[config.mk]
export PLATFORM = sky130hd
export DESIGN_NAME = hazard_ctrl
export DESIGN_NICKNAME = d
export VERILOG_FILES = /design/src/rtl/hazard_pkg.sv /design/src/rtl/mdu_seq.sv /design/src/rtl/hazard_ctrl.sv
export SDC_FILE = /design/constraint.sdc
export NUM_CORES = 1
export LEC_CHECK = 0
export BUFFER_PORTS_ARGS = -buffer_cell sky130_fd_sc_hd__buf_4
export CELL_PAD_IN_SITES_DETAIL_PLACEMENT = 0
export CELL_PAD_IN_SITES_GLOBAL_PLACEMENT = 2
export CORE_MARGIN = 5
export CORE_UTILIZATION = 18
export CTS_CLUSTER_DIAMETER = 50
export CTS_CLUSTER_SIZE = 12
export DETAILED_ROUTE_END_ITERATION = 12
export PLACE_DENSITY_LB_ADDON = 0.2
export SLEW_MARGIN = 20
export SYNTH_ARGS = -nofsm -noshare
export SYNTH_HDL_FRONTEND = slang
export SYNTH_SLANG_ARGS = --single-unit
[constraint.sdc]
create_clock -name clk -period 1.6 [get_ports clk]
set_input_delay 0.32 -clock clk [delete_from_list [all_inputs] [get_ports clk]]
set_output_delay 0.32 -clock clk [all_outputs]
set_load 0.1 [all_outputs]
[src/rtl/hazard_pkg.sv]
// rtl/hazard_pkg.sv - shared encodings for the pipeline hazard controller
package hazard_pkg;

  // MDU sequencer state encoding
  localparam logic [1:0] MDU_IDLE  = 2'd0;
  localparam logic [1:0] MDU_BUSY  = 2'd1;
  localparam logic [1:0] MDU_DRAIN = 2'd2;

  // E-stage ALU operand source selects
  localparam logic [1:0] FWD_NONE = 2'b00;
  localparam logic [1:0] FWD_W    = 2'b01;
  localparam logic [1:0] FWD_M    = 2'b10;

endpackage

[src/rtl/mdu_seq.sv]
// rtl/mdu_seq.sv - start/done sequencer for the multi-cycle multiply/divide unit
module mdu_seq
  import hazard_pkg::*;
(
  input  logic clk,
  input  logic rst,
  input  logic mdu_op_e,
  input  logic mdu_done,
  output logic mstall,
  output logic mdu_go,
  output logic mdu_busy
);

  logic [1:0] state;
  logic [1:0] state_n;

  // Next state: start on an op, wait for done, then one DRAIN cycle so the
  // finished op can leave E without being launched a second time.
  always_comb begin
    state_n = state;
    case (state)
      MDU_IDLE:  if (mdu_op_e) state_n = MDU_BUSY;
      MDU_BUSY:  if (mdu_done) state_n = MDU_DRAIN;
      MDU_DRAIN: state_n = MDU_IDLE;
      default:   state_n = MDU_IDLE;
    endcase
  end

  // State register; reset aborts any sequence in flight with no DRAIN.
  always_ff @(posedge clk or posedge rst) begin
    if (rst) state <= MDU_IDLE;
    else     state <= state_n;
  end

  // Mealy start pulse and stall; both held low while reset is asserted.
  always_comb begin
    mdu_go   = !rst && (state == MDU_IDLE) && mdu_op_e;
    mstall   = !rst && (((state == MDU_IDLE) && mdu_op_e) || (state == MDU_BUSY));
    mdu_busy = (state == MDU_BUSY);
  end

endmodule

[src/rtl/hazard_ctrl.sv]
// rtl/hazard_ctrl.sv - stall/flush/forwarding control for the 5-stage pipeline (optional HAZARD_PERF_EN stall counter)
module hazard_ctrl
  import hazard_pkg::*;
#(
  parameter int REGW = 5,
  parameter int CNTW = 32
) (
  input  logic            clk,
  input  logic            rst,
  input  logic [REGW-1:0] rs_d,
  input  logic [REGW-1:0] rt_d,
  input  logic [REGW-1:0] rs_e,
  input  logic [REGW-1:0] rt_e,
  input  logic [REGW-1:0] writereg_e,
  input  logic [REGW-1:0] writereg_m,
  input  logic [REGW-1:0] writereg_w,
  input  logic            regwrite_e,
  input  logic            regwrite_m,
  input  logic            regwrite_w,
  input  logic            memtoreg_e,
  input  logic            memtoreg_m,
  input  logic            branch_d,
  input  logic            pcsrc_d,
  input  logic            mdu_op_e,
  input  logic            mdu_done,
  output logic            stall_f,
  output logic            stall_d,
  output logic            stall_e,
  output logic            flush_d,
  output logic            flush_e,
  output logic            flush_m,
  output logic            fwd_a_d,
  output logic            fwd_b_d,
  output logic [1:0]      fwd_a_e,
  output logic [1:0]      fwd_b_e,
  output logic            mdu_go,
`ifdef HAZARD_PERF_EN
  output logic [CNTW-1:0] stall_cnt,
`endif
  output logic            mdu_busy
);

  logic mstall;
  logic lwstall;
  logic brstall;

  // Register 0 is hardwired, so it never carries a dependency.
  function automatic logic hit(input logic [REGW-1:0] a, input logic [REGW-1:0] b);
    return (a != '0) && (a == b);
  endfunction

  mdu_seq u_mdu_seq (
    .clk      (clk),
    .rst      (rst),
    .mdu_op_e (mdu_op_e),
    .mdu_done (mdu_done),
    .mstall   (mstall),
    .mdu_go   (mdu_go),
    .mdu_busy (mdu_busy)
  );

  // Forwarding selects; the younger M result wins over W.
  always_comb begin
    fwd_a_e = FWD_NONE;
    fwd_b_e = FWD_NONE;
    if (regwrite_m && hit(writereg_m, rs_e))      fwd_a_e = FWD_M;
    else if (regwrite_w && hit(writereg_w, rs_e)) fwd_a_e = FWD_W;
    if (regwrite_m && hit(writereg_m, rt_e))      fwd_b_e = FWD_M;
    else if (regwrite_w && hit(writereg_w, rt_e)) fwd_b_e = FWD_W;
    fwd_a_d = regwrite_m && hit(writereg_m, rs_d);
    fwd_b_d = regwrite_m && hit(writereg_m, rt_d);
  end

  // Stall and flush; an MDU stall freezes E, so it suppresses the E bubble.
  always_comb begin
    lwstall = memtoreg_e && (hit(writereg_e, rs_d) || hit(writereg_e, rt_d));
    brstall = branch_d &&
              ((regwrite_e && (hit(writereg_e, rs_d) || hit(writereg_e, rt_d))) ||
               (memtoreg_m && (hit(writereg_m, rs_d) || hit(writereg_m, rt_d))));
    stall_f = lwstall || brstall || mstall;
    stall_d = stall_f;
    stall_e = mstall;
    flush_m = mstall;
    flush_e = (lwstall || brstall) && !mstall;
    flush_d = pcsrc_d && !stall_f;
  end

`ifdef HAZARD_PERF_EN
  // Saturating count of cycles in which fetch is held.
  always_ff @(posedge clk or posedge rst) begin
    if (rst)                           stall_cnt <= '0;
    else if (stall_f && !(&stall_cnt)) stall_cnt <= stall_cnt + 1'b1;
  end
`else
  logic unused_cnt_cfg;
  assign unused_cnt_cfg = (CNTW > 0);
`endif

endmodule
### Word-level counts from Yosys, hierarchy flattened

Index checks and enable logic that the tools add are counted.

| storage, ports and cells | value |
|---|---|
| register bits | 2 |
| output and inout bits | 14 |

| operators by class | value |
|---|---|
| equality and inequality tests | 11 |
| multiplexer cells | 7 |
| reduce and logical (&&, ||, !) cells | 38 |

Operators with widths:

| kind | count |
|---|---|
| 5-bit equality test | 8 |
| 1-bit logical AND | 24 |
| 5-bit nonzero test | 3 |
| 2-bit 2-to-1 mux | 4 |
| 1-bit logical OR | 6 |
| 2-bit != test (second input constant) | 2 |
| 2-bit case mux with 2 select lines | 1 |
| 1-bit logical NOT | 3 |
| 2-bit by 1-bit equality test with 1-bit output (second input constant) | 1 |
| 2-bit logical NOT | 1 |
| 1-bit 2-to-1 mux | 2 |
| 2-bit AND reduction | 1 |

### Depth between registers and ports, before layout

Gate-level depths: netlist of run 1.

| logic depth | value |
|---|---|
| word-level depth | 10 |
| depth in mapped cells | 7 |
| gate-level depth less buffers | 5 |

### By module

From an unflattened synthesis of run 1, not the netlist that was laid out.

| unflattened totals | value |
|---|---|
| cells, all modules | 90 |
| area total of the unflattened synthesis | 705.7 µm² |

Modules (own cells, without submodules):

| module | times used | cells each | area each (µm²) |
|---|---|---|---|
| hazard_ctrl | 1 | 81 | 605.6 |
| mdu_seq | 1 | 9 | 100.1 |

### Least setup slack after synthesis of run 1

Ideal clock, no wire load.

| timing path | value |
|---|---|
| path kind | input -> output |
| start point | input port writereg_m[3] |
| end point | output port fwd_a_e[0] |
| data arrival time | 4934 ps |
| path slack | -3654 ps |
| stages | 6 |
| buffers on the path | 1 |
| cell sequence | buf_2 nor2_1 nand2_1 nand2_1 nor4_1 nor4_2 |

| between the ends | value |
|---|---|
| word-level cells in the longest chain between the ends | 4 |
| elaborated cells on any way between the ends | 5 |
| those cells by class | eq/ne (1); mux (1); reduce/logical (3) |

RTL lines:

| what | line | RTL |
|---|---|---|
| from (decl) | hazard_ctrl.sv:15 | `input logic [REGW-1:0] writereg_m,` |
| 5-bit equality test or 5-bit nonzero test (tied branches) | hazard_ctrl.sv:49 | `return (a != '0) && (a == b);` |
| 1-bit logical AND * | hazard_ctrl.sv:49 |  |
| 1-bit logical AND * | hazard_ctrl.sv:66 | `if (regwrite_m && hit(writereg_m, rs_e)) fwd_a_e = FWD_M;` |
| 2-bit 2-to-1 mux * | hazard_ctrl.sv:66 |  |
| to (decl) | hazard_ctrl.sv:34 | `output logic [1:0] fwd_a_e,` |

Mark *: on every way between the ends. The rest lies on a longest branch, timed or not.

### Final worst setup path of run 1

| timing path | value |
|---|---|
| start point | input port writereg_w[4] |
| end point | output port fwd_a_e[0] |

| between the ends | value |
|---|---|
| word-level cells in the longest chain between the ends | 5 |
| elaborated cells on any way between the ends | 6 |
| those cells by class | eq/ne (1); mux (2); reduce/logical (3) |

RTL lines:

| what | line | RTL |
|---|---|---|
| from (decl) | hazard_ctrl.sv:16 | `input logic [REGW-1:0] writereg_w,` |
| 5-bit equality test or 5-bit nonzero test (tied branches) | hazard_ctrl.sv:49 |  |
| 1-bit logical AND * | hazard_ctrl.sv:49 |  |
| 1-bit logical AND * | hazard_ctrl.sv:67 | `else if (regwrite_w && hit(writereg_w, rs_e)) fwd_a_e = FWD_W;` |
| 1-bit 2-to-1 mux * | hazard_ctrl.sv:67 |  |
| 2-bit 2-to-1 mux * | hazard_ctrl.sv:66 |  |

Marks and branches as above.

==> results of run 1 <==
[cells in the final DEF (no fill, tap or decap), types with 2 or more instances in the layout]
cell / synthesis / final
nand3_2: 0 / 2
xor2_2: 0 / 4
nor3_1: 6 / 2
or4_4: 0 / 3
a21oi_1: 3 / 2
xnor2_4: 0 / 3
o21ai_2: 0 / 2
nor3_2: 0 / 3
nor4_4: 0 / 4
nor2_1: 5 / 2
nand3_1: 8 / 5
buf_8: 0 / 3
buf_6: 1 / 21
dfrtp_1: 2 / 2
buf_4: 5 / 59
xnor2_2: 0 / 4
clkbuf_8: 0 / 3
xnor2_1: 16 / 9
buf_12: 0 / 11
nor2_4: 0 / 2
xor2_1: 24 / 20
[report_power, final]
group,switching [uW],total (uW),internal [uW]
Combinational,599,1060,461
Clock,33.7,192,159
Sequential,9.56,77.5,67.9
[worst min path at each step]
stage	start	endpoint	slack (ps)
after floorplan	rst	u_mdu_seq.state[0]	60
after global placement	rst	u_mdu_seq.state[0]	320
after detailed placement	rst	u_mdu_seq.state[0]	330
after CTS	rst	u_mdu_seq.state[0]	120
after global routing	rst	u_mdu_seq.state[1]	130
final	rst	u_mdu_seq.state[0]	120
[metrics by stage]
step | utilization | cell area, sq um | hold WS [ps]
after floorplan | - | 853 | 61.2
after global routing | 0.536 | 1980 | 135
after global placement | 0.393 | 1450 | 320
after CTS | 0.489 | 1800 | 117
after detailed placement | 0.393 | 1450 | 333
final | 0.536 | 1980 | 119
[final cells by class]
cell class	instances	area, sq um	share of cell area
inverter	2	11.3	0.00569
clock buffer	3	41.3	0.0209
multi-input combinational	80	871	0.440
timing repair buffer	94	945	0.478
tap	48	60.1	0.0304
sequential	2	50.0	0.0253
[worst reg2reg max path, delay by kind of cell, from the launching register on]
kind | cells | cell delay, ps
flops | 1 | 370
buf+inv | 1 | 150
simple gates | 2 | 300
[routing by layer]
metal	vias up	GRT usage
met5	-	0
met4	0	0.0125
met3	0	0.0125
met2	36	0.205
met1	436	0.130
li1	488	-
[what timing repair did]
| action | in CTS | in global routing |
|---|---|---|
| hold buffers | 0 | 0 |
| buffers inserted | 7 | 5 |
| setup endpoints to repair | 12 | 13 |
| gates resized for setup | 61 | 25 |
| pin swaps | 20 | 17 |
| cloned | 0 | 0 |
[cells by family after synthesis]
group           Yosys count  share of synthesized area
flops                     2                     0.0721
compound gates            7                     0.0576
xor+xnor                 40                      0.504
buf+inv                   9                     0.0883
simple gates             33                      0.277
==> results.py, run 1 <==
metrics = {
    "status": {
        "status": "finished, violations left",
        "violations": "negative setup slack",
    },
    "synth": {
        "synth_cells": 91,
        "synthFlopType": "dfrtp_1",
        "synth_most_common_cell": "xor2_1",
        "synth-warning-count": 0,
        "async_reset_ff_frac": 1.00,
        "ys_seq_area_frac": 0.0721,
        "synthesis.nets": 137,
        "synth_top_area_share": 0.303,
        "synthTopCellsByArea": "xor2_1 30%, xnor2_1 20%, dfrtp_1 7.2%",
        "postSynthAreaPerCell_sq_um": 7.63,
        "synth_largest_area_cell": "xor2_1",
        "ys_ff_latch": 2,
        "syn_area_sq_um": 694,
        "synth-edff-count": 0,
        "ys_top_cells_by_count": "24 x xor2_1, 16 x xnor2_1, 8 x nand3_1",
        "synth.distinct_cells": 24,
    },
    "floorplanning": {
        "die_h_um": 72.1,
        "io_pins": 60,
        "core_area_sq_um": 3690,
        "dieArea_sq_um": 5200,
        "row_count": 22,
        "initial_utilization": 0.188,
        "die_w_um": 72.1,
    },
    "final_layout": {
        "syn2layout_area_growth_pct": 185,
        "nFillCells": 328,
        "instances_no_fill": 229,
        "antenna_cells": 0,
        "top_regs": "u_mdu_seq.state x2",
        "final_nets": 229,
        "top_register": "u_mdu_seq.state",
        "largest_register_ffs": 2,
        "drive_gt1_frac": 0.746,
    },
    "pwr": {
        "p_total_uw": 1330,
        "cellLeakagePower_uw": 0.000862,
        "p_per_area_nw_per_um2": 672,
        "ir_drop_mv": 1.00,
    },
    "critical_path": {
        "endpoint": "fwd_a_e[0]",
        "crit_path_end_kind": "output port",
        "cp_top_family": "simple AND/OR/NAND/NOR gates",
        "critical_path_cell_count": 5,
        "cp-start-kind": "primary input",
        "cp_num_buf_inv": 2,
        "crit_chain": "buf_4 > xor2_1 > or4_4 > nor4_4 > buf_6",
        "cp_max_fo": 3,
        "crit_type": "in -> out",
        "timing.rr.end": "u_mdu_seq.state[1]",
        "reg2reg_depth": 3,
        "r2r_slack_ps": 670,
        "cp_slowest_cell": "or4_4",
        "required_ps": 1280,
        "worstSetupStartpoint": "writereg_w[4]",
        "cpPeakStageDelay_ps": 530,
        "r2r-start": "u_mdu_seq.state[0]",
        "crit_arrival_ps": 1570,
    },
    "run": {
        "cap_violations": 0,
    },
    "timing": {
        "finalSetupViolCount": 11,
        "setup_ws_ps": -287,
        "hold_viol_final": 0,
        "period_minus_slack_ps": 1890,
        "rsz0062_at_grt": "yes",
        "slew_viol_final": 0,
        "fin_crit_sh": 1.18,
        "relSlewSlack": 0.769,
        "fmax_ghz": 0.530,
        "worstMarginPinSlew_ps": 344,
        "clock_skew_ps": 0.343,
        "timing.setup.tns_ps": -1990,
    },
    "detailed_routing": {
        "dr.pass1.iters": 4,
        "drt_iter0_drc": 12,
        "top_layer": "met3",
        "wirelength_um": 2810,
        "route.detailed.drc": 0,
        "wl_met1_um": 1090,
        "post_drt_wl_per_cell_um": 12.3,
        "drtAntennaViolNets": 0,
        "via_per_inst": 4.19,
        "num_vias": 960,
        "wl_met3_um": 171,
        "wl_met2_um": 1550,
    },
    "clock_tree": {
        "clockRootBuffer": "clkbuf_8",
        "clock_latency_ps": 200,
        "cts_buffers": 3,
        "cts.sinks": 2,
        "cts_tree": "yes",
        "cts-htree-levels": 1,
        "cts_buffer_depth": 2,
        "clkTransAtPathRegs_ps": 30,
    },
    "grt": {
        "grt_max_degree": 6,
        "grt_pass1_vias": 1046,
        "grt_pass1_wl_um": 4570,
        "antenna_found_initial": 0,
        "grt_overflow_total": 0,
        "grt.total_usage": 0.107,
    },
    "place": {
        "post-place-ws_ps": -529,
        "place_inst": 217,
        "portBuffers": 59,
        "gp_congestion": 0.864,
        "hpwl_um": 2420,
    },
    "hold_path": {
        "hold_path.class": "in -> async",
    },
}
(Power assumes the default switching activity.)
==> run 2, diff against run 1 <==
Settings changed: CORE_ASPECT_RATIO set to 0.6.
==> results.py, run 2 (same netlist as run 1, synthesis figures left out) <==
metrics = {
    "critical_path": {
        "cp_slowest_cell": "a21o_1",
        "crit_path_end_kind": "output port",
        "worstSetupStartpoint": "rt_d[4]",
        "cp-start-kind": "primary input",
        "crit_chain": "buf_6 > xor2_1 > nor3_2 > nand3_1 > a21o_1 > a21oi_2 > buf_12",
        "reg2reg_depth": 3,
        "crit_arrival_ps": 1590,
        "endpoint": "flush_e",
        "timing.rr.end": "u_mdu_seq.state[1]",
        "r2r-start": "u_mdu_seq.state[0]",
        "r2r_slack_ps": 680,
        "cp_max_fo": 3,
        "cpPeakStageDelay_ps": 250,
        "crit_type": "in -> out",
        "required_ps": 1280,
    },
    "detailed_routing": {
        "via_per_inst": 4.12,
        "drtAntennaViolNets": 0,
        "dr.pass1.iters": 4,
        "route.detailed.drc": 0,
        "num_vias": 951,
        "wirelength_um": 3120,
        "drt_iter0_drc": 26,
        "post_drt_wl_per_cell_um": 13.5,
    },
    "grt": {
        "grt.total_usage": 0.116,
        "grt_pass1_vias": 1021,
        "grt_pass1_wl_um": 4940,
        "grt_overflow_total": 0,
        "grt_max_degree": 6,
        "antenna_found_initial": 0,
    },
    "timing": {
        "timing.setup.tns_ps": -2200,
        "setup_ws_ps": -308,
        "clock_skew_ps": 2.65,
        "fin_crit_sh": 1.19,
        "slew_viol_final": 0,
        "rsz0062_at_grt": "yes",
        "worstMarginPinSlew_ps": 324,
        "fmax_ghz": 0.524,
        "period_minus_slack_ps": 1910,
        "finalSetupViolCount": 12,
        "whs_ps": 112,
        "hold_viol_final": 0,
        "relSlewSlack": 0.783,
    },
    "floorplanning": {
        "initial_utilization": 0.188,
        "core_area_sq_um": 3700,
        "die_w_um": 90.2,
        "io_pins": 60,
        "dieArea_sq_um": 5240,
        "row_count": 17,
        "die_h_um": 58.1,
    },
    "clock_tree": {
        "clkTransAtPathRegs_ps": 30,
        "cts_tree": "yes",
        "cts-htree-levels": 1,
        "clock_latency_ps": 210,
        "cts_buffers": 3,
        "clockRootBuffer": "clkbuf_8",
        "cts_buffer_depth": 2,
        "cts.sinks": 2,
    },
    "status": {
        "violations": "negative setup slack",
        "status": "finished, violations left",
    },
    "run": {
        "cap_violations": 0,
    },
    "place": {
        "placed_area_sq_um": 1500,
        "hpwl_um": 2670,
        "post-place-ws_ps": -524,
        "portBuffers": 59,
        "gp_congestion": 0.768,
    },
    "final_layout": {
        "drive_gt1_frac": 0.717,
        "syn2layout_area_growth_pct": 172,
        "final_nets": 232,
        "top_regs": "u_mdu_seq.state x2",
        "top_register": "u_mdu_seq.state",
        "nFillCells": 356,
        "mostFrequentLayoutCell": "buf_4",
        "antenna_cells": 0,
        "final_area_sq_um": 1890,
        "final_cell_mix": "70 x buf_4, 21 x xor2_1, 15 x buf_6",
        "largest_register_ffs": 2,
    },
    "hold_path": {
        "hold_path.class": "in -> async",
    },
    "pwr": {
        "ir_drop_mv": 0.468,
        "p_per_area_nw_per_um2": 694,
        "p_total_uw": 1310,
        "cellLeakagePower_uw": 0.000837,
    },
}
[run 2: changes by cell type in the layout (fill, tap and decap cells not counted), moves of 3 or more]
cell	delta
buf_4	+11
buf_6	-6
xnor2_1	+3
xnor2_4	-3
[run 2: how the worst min path moves through the flow]
stage / startpoint / endpoint / slack (ps) / cells past startpoint
finish: rst / u_mdu_seq.state[0] / 110 / 3
floorplan: rst / u_mdu_seq.state[0] / 60 / 1
CTS: rst / u_mdu_seq.state[0] / 110 / 3
detailed placement: rst / u_mdu_seq.state[1] / 330 / 3
global route: rst / u_mdu_seq.state[0] / 120 / 3
global placement: rst / u_mdu_seq.state[0] / 320 / 3
[run 2: area by class of cell]
type	count	area (sq um)	area share
tap	47	58.8	0.0311
multi-input combinational	80	802	0.425
sequential	2	50.0	0.0265
clock buffer	3	41.3	0.0219
timing repair buffer	97	925	0.490
inverter	2	11.3	0.00596
[run 2: layer usage]
| layer | track usage | share of wire | vias up |
|---|---|---|---|
| li1 | - | - | 491 |
| met1 | 0.169 | 0.50 | 431 |
| met2 | 0.175 | 0.45 | 25 |
| met3 | 0.0169 | 0.035 | 4 |
| met4 | 0.0382 | 0.011 | 0 |
| met5 | 0 | 0 | - |
[run 2: report_power, final]
| part | switching, uW | internal (uW) |
|---|---|---|
| sequential | 7.78 | 67.8 |
| combinational | 601 | 439 |
| clock | 35.5 | 159 |
| total | 644 | 666 |
[run 2: what timing repair did]
| action | CTS | global route |
|---|---|---|
| pin swaps | 21 | 8 |
| hold endpoints to repair | 0 | 0 |
| endpoints found under the setup margin | 12 | 13 |
| hold buffers | 0 | 0 |
| cloned | 0 | 0 |
| resized for setup | 60 | 6 |
| buffers inserted | 5 | 3 |
[run 2: worst max-delay path: cells and delay by family]
family	cells	cell delay, ps
AOI/OAI and AO/OA	2	450
buffers and inverters	2	290
and+or+nand+nor	2	370
xor gates and xnor gates	1	150
[run 2: per-stage QoR]
stage	utilization	cells
2_1_floorplan	-	91
3_3_place_gp	0.404	222
3_5_place_dp	0.404	222
4_1_cts	0.497	228
5_1_grt	0.510	231
6_report	0.510	231
==> run 3, diff against run 2 <==
Settings changed: ABC_AREA set to 1, CORE_UTILIZATION 18 to 17.
==> results.py, run 3 <==
metrics = {
    "timing": {
        "worstMarginPinSlew_ps": 321,
        "period_minus_slack_ps": 1820,
        "fin_crit_sh": 1.14,
        "clock_skew_ps": 1.43,
        "fmax_ghz": 0.550,
        "slew_viol_final": 0,
        "whs_ps": 8.34,
        "relSlewSlack": 0.785,
        "hold_viol_final": 0,
        "setup_ws_ps": -217,
        "rsz0062_at_grt": "yes",
        "finalSetupViolCount": 10,
    },
    "final_layout": {
        "mostFrequentLayoutCell": "buf_4",
        "syn2layout_area_growth_pct": 113,
        "final_nets": 270,
        "nFillCells": 513,
        "final_cell_mix": "55 x buf_4, 37 x nand2_1, 25 x inv_1",
        "top_regs": "u_mdu_seq.state x2",
        "drive_gt1_frac": 0.482,
        "antenna_cells": 0,
        "top_register": "u_mdu_seq.state",
        "regArea_sq_um": 50.0,
        "largest_register_ffs": 2,
        "multiInputGateArea_sq_um": 790,
    },
    "synth": {
        "synthesis.nets": 198,
        "ys_ff_latch": 2,
        "postSynthAreaPerCell_sq_um": 5.38,
        "synth-edff-count": 0,
        "synth_most_common_cell": "nand2_1",
        "ys_seq_area_frac": 0.0612,
        "synth_cells": 152,
        "synth-warning-count": 0,
        "synth.distinct_cells": 27,
        "synth_largest_area_cell": "nand2_1",
        "async_reset_ff_frac": 1.00,
        "synthTopCellsByArea": "nand2_1 17%, xnor2_1 15%, inv_1 13%",
        "synth_top_area_share": 0.170,
        "synthFlopType": "dfrtp_1",
        "syn_area_sq_um": 818,
        "ys_top_cells_by_count": "37 x nand2_1, 29 x inv_1, 23 x nor2_1",
    },
    "critical_path": {
        "crit_arrival_ps": 1500,
        "reg2reg_depth": 3,
        "cp-start-kind": "primary input",
        "crit_path_end_kind": "output port",
        "required_ps": 1280,
        "cp_max_fo": 3,
        "crit_type": "in -> out",
    },
    "clock_tree": {
        "cts_hold_buf": 0,
        "clkTransAtPathRegs_ps": 30,
        "cts.sinks": 2,
        "cts_buffers": 3,
        "clock_latency_ps": 200,
        "cts_buffer_depth": 2,
        "cts-htree-levels": 1,
        "clockRootBuffer": "clkbuf_8",
        "cts_tree": "yes",
    },
    "grt": {
        "grt_pass1_wl_um": 5500,
        "grt_overflow_total": 0,
        "grt_pass1_vias": 1201,
        "antenna_found_initial": 0,
        "grt_max_degree": 5,
        "grt.total_usage": 0.104,
    },
    "floorplanning": {
        "core_area_sq_um": 4610,
        "dieArea_sq_um": 6350,
        "row_count": 19,
        "die_w_um": 99.6,
        "die_h_um": 63.7,
        "initial_utilization": 0.177,
        "io_pins": 60,
    },
    "hold_path": {
        "hold_path.class": "in -> async",
    },
    "place": {
        "hpwl_um": 2930,
        "gp_congestion": 0.701,
        "portBuffers": 59,
    },
    "detailed_routing": {
        "post_drt_wl_per_cell_um": 11.3,
        "dr.pass1.iters": 4,
        "wirelength_um": 3230,
        "via_per_inst": 3.97,
        "num_vias": 1131,
        "drt_iter0_drc": 21,
        "drtAntennaViolNets": 0,
        "route.detailed.drc": 0,
    },
    "pwr": {
        "p_total_uw": 902,
        "p_per_area_nw_per_um2": 519,
        "cellLeakagePower_uw": 0.000891,
        "ir_drop_mv": 0.297,
    },
    "run": {
        "cap_violations": 0,
    },
    "status": {
        "status": "finished, violations left",
        "violations": "negative setup slack",
    },
}
==> run 3: changes by cell type in the layout (fill, tap and decap cells not counted), moves of 4 or more <==
cell,previous run,this run
inv_1,1,25
inv_2,0,4
nor2_1,3,16
buf_4,70,55
nor4_4,4,0
buf_6,15,6
xor2_1,21,7
nor2_4,2,7
nand2_1,0,37
==> run 3: worst paths after layout <==
check / from / endpoint / slack, ps
min in group clk: mdu_done / u_mdu_seq.state[0] / 300
worst min register to register: u_mdu_seq.state[0] / u_mdu_seq.state[1] / 570
max in group asynchronous: rst / u_mdu_seq.state[1] / 1480
worst min-delay path: rst / u_mdu_seq.state[0] / 8
worst max-delay path: writereg_m[4] / flush_d / -220
worst max register to register: u_mdu_seq.state[0] / u_mdu_seq.state[0] / 760
==> run 3: repair_timing <==
action / 4_1_cts / 5_1_grt
gates resized for setup: 40 / 9
pin swaps: 17 / 6
setup buffers: 1 / 0
endpoints found under the setup margin: 10 / 10
==> run 3: cell families after synthesis <==
logic type / synth area share
AO/OA/AOI/OAI: 0.121
XOR/XNOR: 0.225
buffers and inverters: 0.171
flip-flops: 0.0612
AND/OR/NAND/NOR: 0.422
==> run 3: report_power, final <==
| group | internal [uW] | switching [uW] | total [uW] |
|---|---|---|---|
| sequential | 57.8 | 5.63 | 63.4 |
| combinational | 254 | 393 | 647 |
| clock | 159 | 33.1 | 192 |
| total | 470 | 432 | 902 |
==> run 3: through the flow <==
stage / utilization / setup slack [ps] / std cells / setup TNS (ps) / instance area [sq um]
floorplan: - / -671 / 152 / -4100 / 918
global placement: 0.318 / -296 / 281 / -2040 / 1470
detailed placement: 0.318 / -315 / 281 / -2240 / 1470
CTS: 0.367 / -213 / 285 / -1080 / 1690
global route: 0.377 / -275 / 285 / -1810 / 1740
finish: 0.377 / -217 / 285 / -973 / 1740
==> run 3: critical path: stages <==
cell,delay (ps)
buf_8,100
or2_1,230
nor2_2,140
nor2_1,60
nand2_1,90
nand2_1,70
nand2_2,90
nand3_4,100
nor2_4,110
buf_12,180
==> run 3: metal layers <==
layer | wire, um | global-route usage | vias up
met2 | 1430 | 0.165 | 21
li1 | - | - | 611
met5 | 0 | 0 | -
met3 | 139 | 0.0163 | 2
met4 | 5 | 0.0102 | 0
met1 | 1650 | 0.155 | 497
==> run 3: final cells by class <==
type / count / share of cell area
Multi-Input combinational cell: 117 / 0.454
Sequential cell: 2 / 0.0288
Clock buffer: 3 / 0.0237
Timing Repair Buffer: 71 / 0.386
Tap cell: 63 / 0.0453
Inverter: 29 / 0.0626
